## src/rtl/floatmul_result_slice.sv

```systemverilog
// rtl/floatmul_result_slice.sv - 2-entry skid-buffered float32 result slice with IEEE-754 classing and counters
//
// Ports:
//   clk          clock, all state on rising edge
//   rst          asynchronous active-low reset
//   busy         1 while any beat is held
//   clear        synchronous clear of all statistics counters
//   i_valid      upstream beat valid
//   i_payload    upstream float32 (sign[31] exp[30:23] mant[22:0])
//   i_ready      upstream ready, straight from a state flop
//   o_valid      downstream beat valid, straight from a state flop
//   o_payload    downstream float32, bit-identical to the accepted beat
//   o_class      0 normal, 1 zero, 2 subnormal, 3 inf, 4 nan
//   o_ready      downstream ready
//   cnt_total    accepted beats (saturating)
//   cnt_zero     accepted +/-0
//   cnt_subnorm  accepted subnormals
//   cnt_inf      accepted +/-inf
//   cnt_nan      accepted NaNs (quiet or signalling)

module floatmul_result_slice #(
    parameter int CNT_W = 16
) (
    input  logic             clk,
    input  logic             rst,
    output logic             busy,
    input  logic             clear,
    input  logic             i_valid,
    input  logic [31:0]      i_payload,
    output logic             i_ready,
    output logic             o_valid,
    output logic [31:0]      o_payload,
    output logic [2:0]       o_class,
    input  logic             o_ready,
    output logic [CNT_W-1:0] cnt_total,
    output logic [CNT_W-1:0] cnt_zero,
    output logic [CNT_W-1:0] cnt_subnorm,
    output logic [CNT_W-1:0] cnt_inf,
    output logic [CNT_W-1:0] cnt_nan
);

    localparam logic [2:0] CLS_NORMAL  = 3'd0;
    localparam logic [2:0] CLS_ZERO    = 3'd1;
    localparam logic [2:0] CLS_SUBNORM = 3'd2;
    localparam logic [2:0] CLS_INF     = 3'd3;
    localparam logic [2:0] CLS_NAN     = 3'd4;

    // Encoding chosen so bit 0 is "OUT holds a beat" and bit 1 is "SKID
    // holds a beat": o_valid and i_ready are then bare flop outputs.
    typedef enum logic [1:0] {
        ST_EMPTY = 2'b00,
        ST_HALF  = 2'b01,
        ST_FULL  = 2'b11
    } state_t;

    state_t      state;
    state_t      state_nxt;

    logic [31:0] skid_payload;
    logic [2:0]  skid_class;
    logic [2:0]  in_class;

    logic        accept;
    logic        emit;
    logic        load_out_in;
    logic        load_out_skid;
    logic        load_skid;

    function automatic logic [2:0] classify(input logic [31:0] f);
        logic [7:0]  e;
        logic [22:0] m;
        e = f[30:23];
        m = f[22:0];
        if (e == 8'h00) begin
            classify = (m == 23'd0) ? CLS_ZERO : CLS_SUBNORM;
        end else if (e == 8'hFF) begin
            classify = (m == 23'd0) ? CLS_INF : CLS_NAN;
        end else begin
            classify = CLS_NORMAL;
        end
    endfunction

    function automatic logic [CNT_W-1:0] sat_inc(input logic [CNT_W-1:0] c);
        sat_inc = (&c) ? c : c + {{(CNT_W-1){1'b0}}, 1'b1};
    endfunction

    assign in_class = classify(i_payload);
    assign o_valid  = state[0];
    assign i_ready  = ~state[1];
    assign busy     = state[0] | state[1];
    assign accept   = i_valid & i_ready;
    assign emit     = o_valid & o_ready;

    always_comb begin
        state_nxt     = state;
        load_out_in   = 1'b0;
        load_out_skid = 1'b0;
        load_skid     = 1'b0;
        case (state)
            ST_EMPTY: begin
                if (accept) begin
                    load_out_in = 1'b1;
                    state_nxt   = ST_HALF;
                end
            end
            ST_HALF: begin
                if (accept && emit) begin
                    load_out_in = 1'b1;
                end else if (accept) begin
                    load_skid = 1'b1;
                    state_nxt = ST_FULL;
                end else if (emit) begin
                    state_nxt = ST_EMPTY;
                end
            end
            ST_FULL: begin
                // i_ready is low here, so only the drain path can fire.
                if (emit) begin
                    load_out_skid = 1'b1;
                    state_nxt     = ST_HALF;
                end
            end
            default: begin
                state_nxt = ST_EMPTY;
            end
        endcase
    end

    always_ff @(posedge clk or negedge rst) begin
        if (!rst) begin
            state <= ST_EMPTY;
        end else begin
            state <= state_nxt;
        end
    end

    always_ff @(posedge clk or negedge rst) begin
        if (!rst) begin
            o_payload    <= 32'd0;
            o_class      <= CLS_NORMAL;
            skid_payload <= 32'd0;
            skid_class   <= CLS_NORMAL;
        end else begin
            if (load_out_in) begin
                o_payload <= i_payload;
                o_class   <= in_class;
            end else if (load_out_skid) begin
                o_payload <= skid_payload;
                o_class   <= skid_class;
            end
            if (load_skid) begin
                skid_payload <= i_payload;
                skid_class   <= in_class;
            end
        end
    end

    // Clear takes priority over a same-cycle acceptance, so that beat is
    // deliberately left uncounted.
    always_ff @(posedge clk or negedge rst) begin
        if (!rst) begin
            cnt_total   <= '0;
            cnt_zero    <= '0;
            cnt_subnorm <= '0;
            cnt_inf     <= '0;
            cnt_nan     <= '0;
        end else if (clear) begin
            cnt_total   <= '0;
            cnt_zero    <= '0;
            cnt_subnorm <= '0;
            cnt_inf     <= '0;
            cnt_nan     <= '0;
        end else if (accept) begin
            cnt_total <= sat_inc(cnt_total);
            case (in_class)
                CLS_ZERO:    cnt_zero    <= sat_inc(cnt_zero);
                CLS_SUBNORM: cnt_subnorm <= sat_inc(cnt_subnorm);
                CLS_INF:     cnt_inf     <= sat_inc(cnt_inf);
                CLS_NAN:     cnt_nan     <= sat_inc(cnt_nan);
                default: ;
            endcase
        end
    end

endmodule

```

## config.mk

```make
export PLATFORM = sky130hd
export DESIGN_NAME = floatmul_result_slice
export DESIGN_NICKNAME = d
export VERILOG_FILES = /design/src/rtl/floatmul_result_slice.sv
export SDC_FILE = /design/constraint.sdc
export NUM_CORES = 1
export LEC_CHECK = 0
export BUFFER_PORTS_ARGS = -buffer_cell sky130_fd_sc_hd__buf_4
export CAP_MARGIN = 20
export CORE_MARGIN = 2
export CORE_UTILIZATION = 55
export CTS_BUF_LIST = sky130_fd_sc_hd__clkbuf_8 sky130_fd_sc_hd__clkbuf_16
export DETAILED_ROUTE_END_ITERATION = 6
export PLACE_DENSITY_LB_ADDON = 0.2
export SKIP_CTS_REPAIR_TIMING = 1
export SLEW_MARGIN = 5
export SYNTH_ARGS = -nofsm -noshare
export SYNTH_HDL_FRONTEND = slang
export SYNTH_SLANG_ARGS = --single-unit
```

## constraint.sdc

```tcl
create_clock -name clk -period 4.65 [get_ports clk]
set_input_delay 0.93 -clock clk [delete_from_list [all_inputs] [get_ports clk]]
set_output_delay 0.93 -clock clk [all_outputs]
set_load 0.1 [all_outputs]
```

=== Word level (Yosys, flattened, before mapping) ===
Index checks and enable logic that the tools add are counted.

* Reduce and logical (&&, ||, !) cells: 21
* Eq/ne operators: 16
* Add/sub/neg operators: 5
* Multiplexer cells: 40
* Bitwise gates (word level): 4

{| class="wikitable"
|+ Operators by type and width
! operator !! count
|-
| 16-bit 2-to-1 mux || 19
|-
| 16-bit by 1-bit adder with 16-bit output (second input constant) || 5
|-
| 16-bit AND reduction || 5
|-
| 32-bit 2-to-1 mux || 2
|-
| 23-bit zero test || 1
|-
| 2-bit != test (second input constant) || 8
|-
| 3-bit 2-to-1 mux || 5
|-
| 2-bit 2-to-1 mux || 6
|-
| 3-bit AND reduction || 4
|-
| 2-bit nonzero test || 6
|-
| 8-bit == test (second input constant) || 1
|-
| 8-bit zero test || 1
|-
| 3-bit by 2-bit == test with 1-bit output (second input constant) || 2
|-
| 1-bit 2-to-1 mux || 6
|-
| 2-bit case mux with 3 select lines || 1
|-
| 4-bit AND reduction || 1
|-
| 3-bit by 1-bit == test with 1-bit output (second input constant) || 1
|-
| 3-bit == test (second input constant) || 1
|-
| 3-bit != test (second input constant) || 1
|-
| 1-bit AND || 2
|-
| 2-bit by 1-bit == test with 1-bit output (second input constant) || 1
|-
| 2-bit == test (second input constant) || 1
|-
| 2-bit zero test || 1
|-
| 1-bit case mux with 2 select lines || 1
|-
| other kinds (4) || 4
|}

* Flip-flop bits (word level): 152
* Bits of input ports: 37
* Output and inout port bits: 118
* Word-level logic and storage cells: 96

=== Logic depth before layout (Yosys ltp) ===
* Depth in word-level cells: 8
* Gate-level depth with buffers: 8
* Gate-level depth less buffers: 6

=== Worst setup path before layout ===
OpenSTA, ideal clock, no wires.

* Kind: flip-flop to output port
* Start point: register state[0]
* End point: output port busy
* Buffers on the path: 0
* Arrival time: 2.030 ns
* Data required time: 3.720 ns
* Stages on the path, launching flop included: 4
* Slack: 1.690 ns
* Path through: dfrtp_1 > inv_1 > ha_1 > inv_1

* Cells in the longest elaborated chain, start to end: 1

{| class="wikitable"
|+ RTL lines
! what !! RTL line !! source
|-
| start: declaration || 56 || <nowiki>state_t state;</nowiki>
|-
| start signal: assignment || 133 || <nowiki>state <= state_nxt;</nowiki>
|-
| 1-bit OR || 90 || <nowiki>assign busy = state[0] | state[1];</nowiki>
|-
| end: declaration || 26 || <nowiki>output logic busy,</nowiki>
|}

No other way between the ends.

=== Final worst setup path ===
* Start point: input port i_payload[27]
* End point: register cnt_zero[14]

* Cells in the longest elaborated chain, start to end: 6
* Elaborated cells on any way between the ends: 7
* Those cells by class: 2 x eq/ne; 2 x mux; 3 x reduce/logical

{| class="wikitable"
|+ RTL lines
! what !! RTL line !! source
|-
| start: declaration || 29 || <nowiki>input logic [31:0] i_payload,</nowiki>
|-
| 8-bit == test || 76 || <nowiki>end else if (e == 8'hFF) begin</nowiki>
|-
| 3-bit 2-to-1 mux || 76 ||
|-
| 3-bit 2-to-1 mux (*) || 74 || <nowiki>if (e == 8'h00) begin</nowiki>
|-
| 3-bit by 1-bit == test with 1-bit output (*) || 175 || <nowiki>case (in_class)</nowiki>
|-
| 2-bit nonzero test (no line) (*) || -- ||
|-
| 3-bit AND reduction (no line) (*) || -- ||
|-
| end signal: assignment || 176 || <nowiki>CLS_ZERO: cnt_zero <= sat_inc(cnt_zero);</nowiki>
|-
| end: declaration || 36 || <nowiki>output logic [CNT_W-1:0] cnt_zero,</nowiki>
|}

Mark *: on every way between the ends. The rest lies on a longest branch, timed or not.
A chain may end at the register's enable or synchronous reset.

==> results.cfg <==
[run_status]
status = complete, no violations

[critical_path]
crit_fanout = 23
r2r-start = state[1]
path_delay_family = simple AND/OR/NAND/NOR gates
ff2ff_setup_slack_ps = 2030
arrival_ps = 3160
slowest_delay_ps = 640
worstRegToRegCells = 6
path_depth = 6
start_kind = input port
cp-startpoint = i_payload[27]
crit_type = in2reg
cp.required_ps = 4980
worstReg2RegEnd = cnt_nan[3]
critical_path_buf_inv_count = 1
cp-end-kind = flop
critPathCapture = cnt_zero[14]
critPathSlowestCell = or4_1
path_cells = buf_4 > or4_4 > nor3_4 > nand3_2 > or4_1 > a221oi_2

[logic_synthesis]
netlist_instances = 774
synth.distinct_cells = 57
ys.flop_type = dfrtp_1
synth_nets = 820
synth-seq-cells = 152
synth_edf_count = 0
synthesis.area_sq_mm = 0.00784
syn_area_per_cell_sq_um = 10.1
synth-seq-area-share = 0.485
yosysWarnings = 0
synthArstFlopShare = 1.00

[grt]
grt_pass1_vias = 6534
grt_overflow = 0
antenna_found_initial = 0
track_usage = 0.262
grt_max_degree = 99
grt.met1_usage = 0.330
gr-usage-met3 = 0.0720
grtUsageMet2 = 0.433
busiest_layer = met2
grt_pass1_wl_um = 31600

[worst_hold_path]
hold_path_class = reg2reg
min_delay_path_depth = 2

[sta]
min_period_over_period = 0.608
finalSetupViolCount = 0
worst_slack_ps = 1820
rsz0062_at_grt = false
drv_slew = 0
worst_pin_slew_ps = 999
fin_hold_ws_ps = 493
clock_skew_ps = 6.22
min_period_ps = 2830
fmax_mhz = 354
finalSetupTns_ps = 0
finalHoldViolCount = 0
relSlewSlack = 0.329

[floorplanning]
io_pins = 155
die_h_um = 123
core_area_sq_mm = 0.0139
initial_utilization = 0.565
die_w_um = 123
die-area_sq_mm = 0.0152
fp-row-count = 43

[clocking]
cts_root_buffer = clkbuf_16
clk_pin_slew_ps = 70
insertion_delay_ps = 430
cts_buffers = 17
cts_buffer_depth = 2
htree_levels = 4
clock_sinks = 152
cts_tree = yes

[cells_and_area]
antenna_cells = 0
num-nets-final = 961
final_cell_count_no_fill = 1108
utilization = 0.704
final_layout_size_suffix_gt1_frac = 0.287
final_area_sq_mm = 0.00977
area_growth_pct = 24.5
fillerInstances = 1070

[place]
pre_cts_slack_ps = 1390
place_area_sq_mm = 0.00914
port_buffers = 154
dp_cells = 1075
dp_hpwl_um = 13500
place_congestion = 0.851

[power]
p_leak_nw = 4.27
ir_drop_mv = 0.561
power_density_mw_per_mm2 = 551
power_mw = 5.38

[route]
ant_nets = 0
routedWlPerCell_um = 17.7
finalWirelength_um = 19600
first_pass_iters = 5
vias_per_cell = 6.11
vias = 6767
drc = 0
drt_iter0_markers = 567

[job]
cap_violations = 0
==> per-layer routing <==
metal	part of all wire	wire length, um
met5	0	0
met4	0.019	382
met3	0.062	1220
met2	0.51	9930
met1	0.41	8110
==> where the power goes <==
| group | total [mW] | internal (mW) | switching, mW |
|---|---|---|---|
| sequential | 1.80 | 1.62 | 0.179 |
| clock | 1.44 | 0.855 | 0.589 |
| combinational | 2.13 | 0.529 | 1.60 |
==> flip-flops by register name, indices dropped and copies added (netlist names) <==
name          flops
cnt_inf          16
cnt_nan          16
cnt_subnorm      16
cnt_total        16
cnt_zero         16
o_class           3
o_payload        32
skid_class        3
skid_payload     32
state             2
==> area by class of cell <==
cell class	instances	area, sq um	share of cell area
repair buffers	163	1230	0.126
clock inverters	15	190	0.0195
multi-input cells	561	3820	0.391
clock buffers	17	425	0.0436
well taps	180	225	0.0231
inverters	20	75.1	0.00769
flip-flops and latches	152	3800	0.389
==> cells by family (layout without fill, tap and decap cells) <==
logic type | Yosys count | count (layout) | share of synthesized area
compound gates | 170 | 170 | 0.129
mux | 79 | 79 | 0.108
xor+xnor | 15 | 15 | 0.0167
buf+inv | 61 | 215 | 0.0309
simple gates | 288 | 288 | 0.217
fa+ha+maj | 9 | 9 | 0.0144
flops | 152 | 152 | 0.485
==> synthesized netlist by cell type (all sizes together), types with 21 or more instances <==
master	number	area [sq um]
mux2i	35	350
dfrtp	152	3800
nand2	66	248
nand3	33	170
mux2	44	495
clkbuf	32	121
nor2	40	150
nand4	21	146
a21oi	62	310
or4	38	293
o31ai	32	240
o21ai	55	279
==> how the worst min path moves through the flow <==
stage                            end  slack [ps]             start
global placement       skid_class[2]         450     skid_class[2]
finish                 skid_class[2]         490     skid_class[2]
global route        skid_payload[25]         530  skid_payload[25]
floorplan              skid_class[2]         440     skid_class[2]
detailed placement     skid_class[2]         480     skid_class[2]
CTS                    skid_class[2]         490     skid_class[2]
==> layout by cell type (no fill, tap or decap), types with 4 or more instances in the layout <==
master,n
dfrtp_1,152
clkbuf_16,17
xnor2_1,14
buf_4,162
or3_1,15
nand2_1,66
nor3_1,11
nor4_1,13
ha_1,9
nor2_1,40
mux2_2,44
or2_2,4
nand4_1,20
nand3_1,31
inv_1,20
nor2b_1,10
and4_1,10
a21oi_1,61
mux2i_1,35
a211oi_1,6
o21ai_0,54
o31ai_1,32
inv_6,4
or4_1,36
==> worst register-to-register path: stages, from the launching register on <==
cell and delay, ps:
dfrtp_1 460, nand2b_1 440, nor3_2 510, o21ai_0 230, buf_4 230, or4_1 500
a21oi_1 160
Note: power is estimated with default switching activity, not from simulation.
